## src/rtl/poly_noteplayer.sv

```systemverilog
`timescale 1ns/1ps
// poly_noteplayer: NUM_VOICES-voice note player. On each sample request it
// time-multiplexes one external frequency ROM and one sine ROM across all
// voices, sums the per-voice sine samples and scales the sum by NUM_VOICES.
//
// Ports:
//   clk, reset                  clock, synchronous active-high reset
//   load_valid/voice/note/dur   voice load (note 0 = rest)
//   beat                        1/48 s tick, decrements active voice durations
//   generate_next_sample        codec sample request (ignored while busy)
//   freq_addr / freq_data       frequency ROM port (data 1 cycle after addr)
//   sine_addr / sine_data       sine ROM port (data 1 cycle after addr)
//   sample_out                  mixed signed sample, held between updates
//   new_sample_ready            1-cycle pulse when sample_out updates
//   voice_active                per-voice active flags
//
// Optional: define NOTE_DECAY_EN to add per-voice attenuation that grows by
// one 6 dB step every 8 beats (saturating at >>>7) and is cleared on load.
module poly_noteplayer #(
    parameter int unsigned NUM_VOICES = 4,
    parameter int unsigned VW         = 2,
    parameter int unsigned STEP_W     = 20,
    parameter int unsigned PHASE_W    = 22,
    parameter int unsigned SINE_AW    = 10
) (
    input  logic                  clk,
    input  logic                  reset,
    input  logic                  load_valid,
    input  logic [VW-1:0]         load_voice,
    input  logic [5:0]            load_note,
    input  logic [5:0]            load_duration,
    input  logic                  beat,
    input  logic                  generate_next_sample,
    output logic [5:0]            freq_addr,
    input  logic [STEP_W-1:0]     freq_data,
    output logic [SINE_AW-1:0]    sine_addr,
    input  logic [15:0]           sine_data,
    output logic [15:0]           sample_out,
    output logic                  new_sample_ready,
    output logic [NUM_VOICES-1:0] voice_active
);

    localparam int unsigned ACC_W = 16 + VW;

    typedef enum logic [1:0] {IDLE, ADDR, ACC, DONE} state_t;

    state_t                    state, state_n;
    logic [VW-1:0]             idx, idx_n;
    logic signed [ACC_W-1:0]   acc, acc_n;
    logic signed [ACC_W-1:0]   contrib;
    logic [15:0]               sample_n;
    logic                      ready_n;
    logic [5:0]                freq_addr_n;
    logic [SINE_AW-1:0]        sine_addr_n;

    logic [5:0]                note      [NUM_VOICES];
    logic [5:0]                remaining [NUM_VOICES];
    logic [PHASE_W-1:0]        phase     [NUM_VOICES];

`ifdef NOTE_DECAY_EN
    logic [2:0]                atten     [NUM_VOICES];
    logic [2:0]                presc     [NUM_VOICES];
    logic signed [15:0]        shaped;

    // Attenuated, sign-extended contribution of the voice in its ACC cycle
    always_comb begin
        shaped  = $signed(sine_data) >>> atten[idx];
        contrib = voice_active[idx] ? {{VW{shaped[15]}}, shaped} : '0;
    end
`else
    // Sign-extended contribution of the voice in its ACC cycle
    always_comb begin
        contrib = voice_active[idx] ? {{VW{sine_data[15]}}, sine_data} : '0;
    end
`endif

    // Sequencer state and registered outputs
    always_ff @(posedge clk) begin
        if (reset) begin
            state            <= IDLE;
            idx              <= '0;
            acc              <= '0;
            sample_out       <= '0;
            new_sample_ready <= 1'b0;
            freq_addr        <= '0;
            sine_addr        <= '0;
        end else begin
            state            <= state_n;
            idx              <= idx_n;
            acc              <= acc_n;
            sample_out       <= sample_n;
            new_sample_ready <= ready_n;
            freq_addr        <= freq_addr_n;
            sine_addr        <= sine_addr_n;
        end
    end

    // Next-state logic; ROM addresses are registered on entry to ADDR so the
    // ROM data lands in the following ACC cycle. The sample is registered on
    // entry to DONE so the ready pulse is visible during DONE.
    always_comb begin
        state_n     = state;
        idx_n       = idx;
        acc_n       = acc;
        sample_n    = sample_out;
        ready_n     = 1'b0;
        freq_addr_n = freq_addr;
        sine_addr_n = sine_addr;
        case (state)
            IDLE: begin
                if (generate_next_sample) begin
                    acc_n       = '0;
                    idx_n       = '0;
                    freq_addr_n = note[0];
                    sine_addr_n = phase[0][PHASE_W-1 -: SINE_AW];
                    state_n     = ADDR;
                end
            end
            ADDR: state_n = ACC;
            ACC: begin
                acc_n = acc + contrib;
                if (idx == VW'(NUM_VOICES - 1)) begin
                    sample_n = 16'(acc_n >>> VW);
                    ready_n  = 1'b1;
                    state_n  = DONE;
                end else begin
                    idx_n       = idx + VW'(1);
                    freq_addr_n = note[idx_n];
                    sine_addr_n = phase[idx_n][PHASE_W-1 -: SINE_AW];
                    state_n     = ADDR;
                end
            end
            DONE:    state_n = IDLE;
            default: state_n = IDLE;
        endcase
    end

    // Per-voice state: load has priority over beat and phase advance; a beat
    // that expires a voice clears its phase over any same-cycle advance.
    always_ff @(posedge clk) begin
        if (reset) begin
            voice_active <= '0;
            for (int v = 0; v < NUM_VOICES; v++) begin
                note[v]      <= '0;
                remaining[v] <= '0;
                phase[v]     <= '0;
`ifdef NOTE_DECAY_EN
                atten[v]     <= '0;
                presc[v]     <= '0;
`endif
            end
        end else begin
            for (int v = 0; v < NUM_VOICES; v++) begin
                if (load_valid && load_voice == VW'(v)) begin
                    note[v]         <= load_note;
                    remaining[v]    <= load_duration;
                    phase[v]        <= '0;
                    voice_active[v] <= (load_note != 6'd0) && (load_duration != 6'd0);
`ifdef NOTE_DECAY_EN
                    atten[v]        <= '0;
                    presc[v]        <= '0;
`endif
                end else begin
                    if (state == ACC && idx == VW'(v) && voice_active[v])
                        phase[v] <= phase[v] + PHASE_W'(freq_data);
                    if (beat && voice_active[v]) begin
                        remaining[v] <= remaining[v] - 6'd1;
                        if (remaining[v] == 6'd1) begin
                            voice_active[v] <= 1'b0;
                            phase[v]        <= '0;
                        end
`ifdef NOTE_DECAY_EN
                        presc[v] <= presc[v] + 3'd1;
                        if (presc[v] == 3'd7 && atten[v] != 3'd7)
                            atten[v] <= atten[v] + 3'd1;
`endif
                    end
                end
            end
        end
    end

endmodule

```

## config.mk

```make
export PLATFORM = sky130hd
export DESIGN_NAME = poly_noteplayer
export DESIGN_NICKNAME = d
export VERILOG_FILES = /design/src/rtl/poly_noteplayer.sv
export SDC_FILE = /design/constraint.sdc
export NUM_CORES = 1
export LEC_CHECK = 0
export CAP_MARGIN = 10
export CORE_ASPECT_RATIO = 0.6
export CORE_MARGIN = 8
export CORE_UTILIZATION = 47
export DETAILED_ROUTE_END_ITERATION = 10
export GPL_TIMING_DRIVEN = 0
export MAX_ROUTING_LAYER = met4
export PLACE_DENSITY = 0.68
export RECOVER_POWER = 25
export SYNTH_ARGS = -nofsm -noshare
export SYNTH_HDL_FRONTEND = slang
export SYNTH_SLANG_ARGS = --single-unit
```

## constraint.sdc

```tcl
create_clock -name clk -period 3.3 [get_ports clk]
set_input_delay 0.825 -clock clk [delete_from_list [all_inputs] [get_ports clk]]
set_output_delay 0.825 -clock clk [all_outputs]
set_load 0.01 [all_outputs]
```

==> metrics.md, run 1 <==
| Metric | Value |
|---|---|
| Status | `finished with violations` |
| Failing checks | `setup timing` |
| Commonest non-fill, non-tap cell in the layout | `nand2_1` |
| Fin Hold WS | `0.451 ns` |
| Final net count | `1706` |
| Num rows | `47` |
| Port Buf Inserts | `90` |
| Yosys warns | `0` |
| Share of cells above drive strength 1 | `0.0871` |
| Non-Filler Instances | `1917` |
| HP Class | `reg -> reg` |
| Crit path DAT | `3.65 ns` |
| Worst Setup Start Kind | `flop` |
| Clock Latency Late Sink | `0.46 ns` |
| Async SR Flop Fraction | `0` |
| Synth Area in XOR/XNOR | `0.0456` |
| I/O Pins | `92` |
| PwrDens | `398 mW/mm^2` |
| Worst slew margin | `0.297` |
| Routability cong. | `0.913` |
| Sinks on Clock Net | `195` |
| Die Wd | `234 um` |
| Die height | `147 um` |
| Via count | `11372` |
| Setup violators final | `4` |
| FF+latch count, synth | `195` |
| Post-CTS Hold Buffers | `0` |
| Adder-cell share of the synthesized area | `0.110` |
| Yosys cell types | `88` |
| Avg Synthesized Cell Area | `9.39 um^2` |
| RSZ-0062 raised after global routing | `true` |
| Fmax achieved | `301 MHz` |
| Final critical-path share of the clock period | `1.01` |
| Top_reg_cell synth | `edfxtp_1` |
| Total grt overflow | `0` |
| Synth Area in Compound Gates | `0.218` |
| Overall Global Routing Usage | `0.222` |
| Area Overhead vs Synth | `16.3%` |
| Core ar. | `0.0278 mm^2` |
| DP HPWL | `28500 um` |
| CTS Root Cell | `clkbuf_16` |
| Inst Count DP | `1878` |
| # DRC | `0` |
| Initial DRC Count | `998` |
| DR WL/cell | `19.4 um` |
| Largest family of logic cells by synthesized area | `compound AO/OA/AOI/OAI gates` |
| Routed wire length | `37200 um` |
| Drt first pass iters | `5` |
| Tmin final | `3.32 ns` |
| Crit-path max FO | `4` |
| Worst setup margin | `-0.0222 ns` |
| CP Capture Type | `flop` |
| Post-synthesis sequential area ratio | `0.394` |
| Global-route wire length before repair | `58500 um` |
| CTS Buf Count | `17` |
| Cell Area, Synth | `0.0133 mm^2` |
| Slew @ Worst Pin | `1.05 ns` |
| Simple-Gate Fraction of Synth Area | `0.179` |
| Vias/cell | `5.93` |
| Commonest non-fill, non-tap cells in the layout | `143 x nand2_1, 136 x edfxtp_1, 113 x nor2_1` |
| Post-detailed-route count of antenna-violating nets | `0` |
| CP required | `3.63 ns` |
| Post-synth EDFFs | `136` |
| Syn Inst Count | `1421` |
| Final Hold Viols | `0` |
| Max Clock Skew | `0.00720 ns` |
| Largest net degree at the start of global routing | `23` |
| Initial Utilization | `0.481` |
| Antenna cells | `0` |
| Die area | `0.0342 mm^2` |
| Worst Path Class, Setup | `reg -> reg` |
| CTS tree | `done` |
| Max_cap viols | `0` |
| Final Core Density | `0.560` |
| Leak Pwr | `5.99 nW` |
| Vias in the first global route | `10668` |
| Maximum clock insertion buffer count | `2` |
| Multiplexer area fraction after synthesis | `0.0218` |
| Peak VDD IR | `0.282 mV` |
| Clk pin slew, worst setup/hold paths | `0.07 ns` |
| Max-slew violations | `0` |
| CTS H-Tree Depth | `4` |
| Syn Nets | `1590` |
| Setup_tns | `-0.0652 ns` |
| Initial antenna violation count | `0` |
where the power goes:
part / total (W) / leakage, nW / switching [W] / internal, W
Combinational: 0.00116 / 3.81 / 0.000680 / 0.000479
Clock: 0.00222 / 0.288 / 0.00102 / 0.00120
Sequential: 0.00281 / 1.90 / 0.0000782 / 0.00273
final timing paths:
path | slack (ns) | to | cells past startpoint | startpoint
worst max-delay path | -0.02 | sample_out[14] | 11 | idx[0]
worst max register to register | -0.02 | sample_out[14] | 11 | idx[0]
worst min register to register | 0.45 | freq_addr[3] | 2 | freq_addr[3]
worst min-delay path | 0.45 | freq_addr[3] | 2 | freq_addr[3]
area by class of cell:
type	count	area (um^2)
inverters	50	188
multi-input cells	1128	7800
clock buffers	17	425
flip-flops and latches	195	5280
clock inverters	15	180
plain buffers	48	253
fillers	2468	12200
repair buffers	97	948
well taps	367	459
stage by stage:
stage / setup WS (ns) / power, W / cell area [um^2]
3_5_place_dp: -0.782 / 0.00398 / 14700
6_report: -0.0222 / 0.00618 / 15500
5_1_grt: -0.130 / 0.00643 / 15500
3_3_place_gp: -0.778 / 0.00396 / 14700
4_1_cts: -0.00503 / 0.00619 / 15400
2_1_floorplan: 0.183 / 0.00362 / 13300
flip-flops by register name (all words and copies together) (netlist names):
| register | flops |
|---|---|
| phase | 88 |
| note | 24 |
| remaining | 24 |
| acc | 18 |
| sample_out | 16 |
| sine_addr | 10 |
| freq_addr | 6 |
| voice_active | 4 |
| idx | 2 |
| state | 2 |
| new_sample_ready | 1 |
layer usage:
layer  wire [um]  GRT usage  up-vias  share of wire
li1            -          -     5517              -
met1       18800      0.337     5430           0.51
met2       15000      0.300      399           0.40
met3        3090     0.0470       26          0.083
met4         278     0.0389        0         0.0075
met5           0          -        -              0
timing repair:
action / CTS / global route
pin swaps: 8 / 7
buffers inserted: 4 / 2
setup endpoints to repair: 59 / 38
resized for setup: 26 / 31
cells by family (layout without fill, tap and decap cells):
family / count (synthesis) / in the layout
adder cells (fa/ha/maj): 114 / 114
multiplexers: 26 / 26
buffers and inverters: 98 / 227
flip-flops: 195 / 195
AO/OA/AOI/OAI: 430 / 430
AND/OR/NAND/NOR: 490 / 490
XOR/XNOR: 68 / 68
synth_stat cells, drive strengths merged, types with 12 or more instances:
cell type  count  area share
nand2        144       0.040
edfxtp       136        0.31
nor2         113       0.032
a21oi        109       0.042
ha           109        0.10
o21ai         90       0.035
dfxtp         59       0.088
nor3          53       0.020
inv           50       0.014
a21o          48       0.027
and2          48       0.023
xnor2         42       0.028
clkbuf        36       0.013
nand3         29       0.011
o21a          26       0.015
a211oi        25       0.015
xor2          25       0.016
nor2b         24       0.011
o211ai        23       0.013
nand2b        19      0.0089
a31oi         17       0.011
mux2          15       0.013
o22ai         14      0.0066
or3           12      0.0056
worst max-delay path, stage by stage (launching register included):
cell and delay [ns]:
dfxtp_4 0.36, mux4_2 0.64, and2_4 0.20, ha_4 0.16, fa_2 0.36, a211oi_2 0.28
nor3_2 0.08, o31a_1 0.31, o211ai_1 0.27, a41oi_2 0.18, xnor2_2 0.24, a211oi_2 0.09
No activity file was read; power rests on OpenSTA's default activity.
==> run 2, diff against run 1 <==
CORE_MARGIN = not set   (was 8)
CORE_UTILIZATION = 50   (was 47)
PLACE_DENSITY = 0.72   (was 0.68)
==> metrics.md, run 2 (synthesized netlist as in run 1, its figures left out) <==
| Metric | Value |
|---|---|
| Post-CTS Hold Buffers | `0` |
| CP required | `3.64 ns` |
| Peak VDD IR | `0.398 mV` |
| Max reg flops | `88` |
| Combinational share of power | `0.183` |
| Maximum clock insertion buffer count | `2` |
| Vias in the first global route | `10231` |
| Initial Utilization | `0.519` |
| Worst slew margin | `0.191` |
| Largest net degree at the start of global routing | `23` |
| Max-slew violations | `0` |
| Antenna cells | `0` |
| Worst setup margin | `-0.0850 ns` |
| Commonest non-fill, non-tap cells in the layout | `143 x nand2_1, 136 x edfxtp_1, 113 x nor2_1` |
| Final net count | `1706` |
| Routed wire length | `36900 um` |
| DP HPWL | `28000 um` |
| Fmax achieved | `295 MHz` |
| Initial DRC Count | `910` |
| Commonest non-fill, non-tap cell in the layout | `nand2_1` |
| Die area | `0.0274 mm^2` |
| Crit-path max FO | `4` |
| Port Buf Inserts | `90` |
| Flop pwr share | `0.444` |
| Clock share of power | `0.372` |
| Status | `finished with violations` |
| Crit path DAT | `3.72 ns` |
| Via count | `11422` |
| HP Class | `reg -> reg` |
| # DRC | `0` |
| CTS tree | `done` |
| Worst Setup Start Kind | `flop` |
| I/O Pins | `92` |
| CTS H-Tree Depth | `4` |
| DR WL/cell | `19.4 um` |
| Setup_tns | `-0.292 ns` |
| Largest regs | `phase: 88 flops, note: 24 flops, remaining: 24 flops` |
| Core ar. | `0.0257 mm^2` |
| Share of cells above drive strength 1 | `0.0839` |
| CTS Root Cell | `clkbuf_16` |
| Setup violators final | `11` |
| Routability cong. | `0.961` |
| Non-Filler Instances | `1902` |
| CP Capture Type | `flop` |
| Post-detailed-route count of antenna-violating nets | `0` |
| Num rows | `45` |
| Sinks on Clock Net | `195` |
| Die Wd | `213 um` |
| RSZ-0062 raised after global routing | `true` |
| Final Hold Viols | `0` |
| Net Sw Frac | `0.279` |
| Failing checks | `setup timing` |
| Slew @ Worst Pin | `1.21 ns` |
| Tmin final | `3.39 ns` |
| Drt first pass iters | `7` |
| PwrDens | `406 mW/mm^2` |
| Clk pin slew, worst setup/hold paths | `0.08 ns` |
| Worst Path Class, Setup | `reg -> reg` |
| Final critical-path share of the clock period | `1.03` |
| Overall Global Routing Usage | `0.284` |
| # fillers | `2198` |
| Initial antenna violation count | `1` |
| Int Power | `0.00456 W` |
| Inst Count DP | `1863` |
| Total grt overflow | `0` |
| CTS Buf Count | `17` |
| Clock Latency Late Sink | `0.47 ns` |
| Global-route wire length before repair | `57000 um` |
| Area Overhead vs Synth | `16.6%` |
| Leak Pwr | `6.14 nW` |
| Max Clock Skew | `0.0101 ns` |
| DP Worst Slack | `-0.772 ns` |
| Switching power | `0.00177 W` |
| Max_cap viols | `0` |
| Fin Hold WS | `0.448 ns` |
| Die height | `129 um` |
| Vias/cell | `6.01` |
| Reg with most FFs | `phase` |
| Post-layout power | `0.00632 W` |
[run 2: repair_timing]
item                       CTS  global route
setup endpoints to repair   55            43
buffers inserted             7             0
pin swaps                   10            15
gates cloned                 0             0
gates resized for setup     35            30
[run 2: path summary, 6_finish.rpt]
| kind | start | endpoint | slack (ns) | cells past startpoint |
|---|---|---|---|---|
| worst max-delay path | idx[0] | sample_out[12] | -0.09 | 12 |
| worst min-delay path | sine_addr[4] | sine_addr[4] | 0.45 | 2 |
| worst max register to register | idx[0] | sample_out[12] | -0.09 | 12 |
| worst min register to register | sine_addr[4] | sine_addr[4] | 0.45 | 2 |
[run 2: critical path, stage by stage (launching register included)]
cell       delay, ns
dfxtp_4         0.37
mux4_2          0.65
buf_6           0.18
and2_4          0.16
fa_2            0.40
a211oi_2        0.28
nor3_2          0.08
o31a_1          0.27
buf_6           0.14
o2111ai_4       0.24
a31oi_4         0.13
xnor2_2         0.23
a211oi_2        0.11
[run 2: layer usage]
layer,track usage,routed length (um),vias up
li1,-,-,5499
met1,0.441,18200,5380
met2,0.369,14400,491
met3,0.0522,3830,52
met4,0.0686,478,0
met5,-,0,-
[run 2: stage by stage]
stage | util | cell area (um^2)
2_1_floorplan | - | 13300
3_3_place_gp | 0.571 | 14700
3_5_place_dp | 0.571 | 14700
4_1_cts | 0.602 | 15500
5_1_grt | 0.605 | 15600
6_report | 0.605 | 15600
[run 2: layout make-up]
type	instances	area (um^2)	share of cell area
timing repair buffer	97	961	0.0617
tap	352	440	0.0283
buffer	48	243	0.0156
clock inverter	12	205	0.0132
sequential	195	5280	0.339
clock buffer	20	437	0.0280
inverter	50	188	0.0121
multi-input combinational	1128	7820	0.502
[run 2: power groups by stage]
stage	Sequential, W	Combinational, W	Clock, W
final	0.00281	0.00116	0.00236
after global routing	0.00282	0.00128	0.00245
after CTS	0.00281	0.00114	0.00236
after detailed placement	0.00287	0.00112	0
after global placement	0.00286	0.00110	0
after floorplan	0.00284	0.000780	0
==> run 3, diff against run 2 <==
CTS_CLUSTER_DIAMETER = 50   (was not set)
==> results of run 3 <==
Final layout, timing and power as in run 2 (identical DEF).
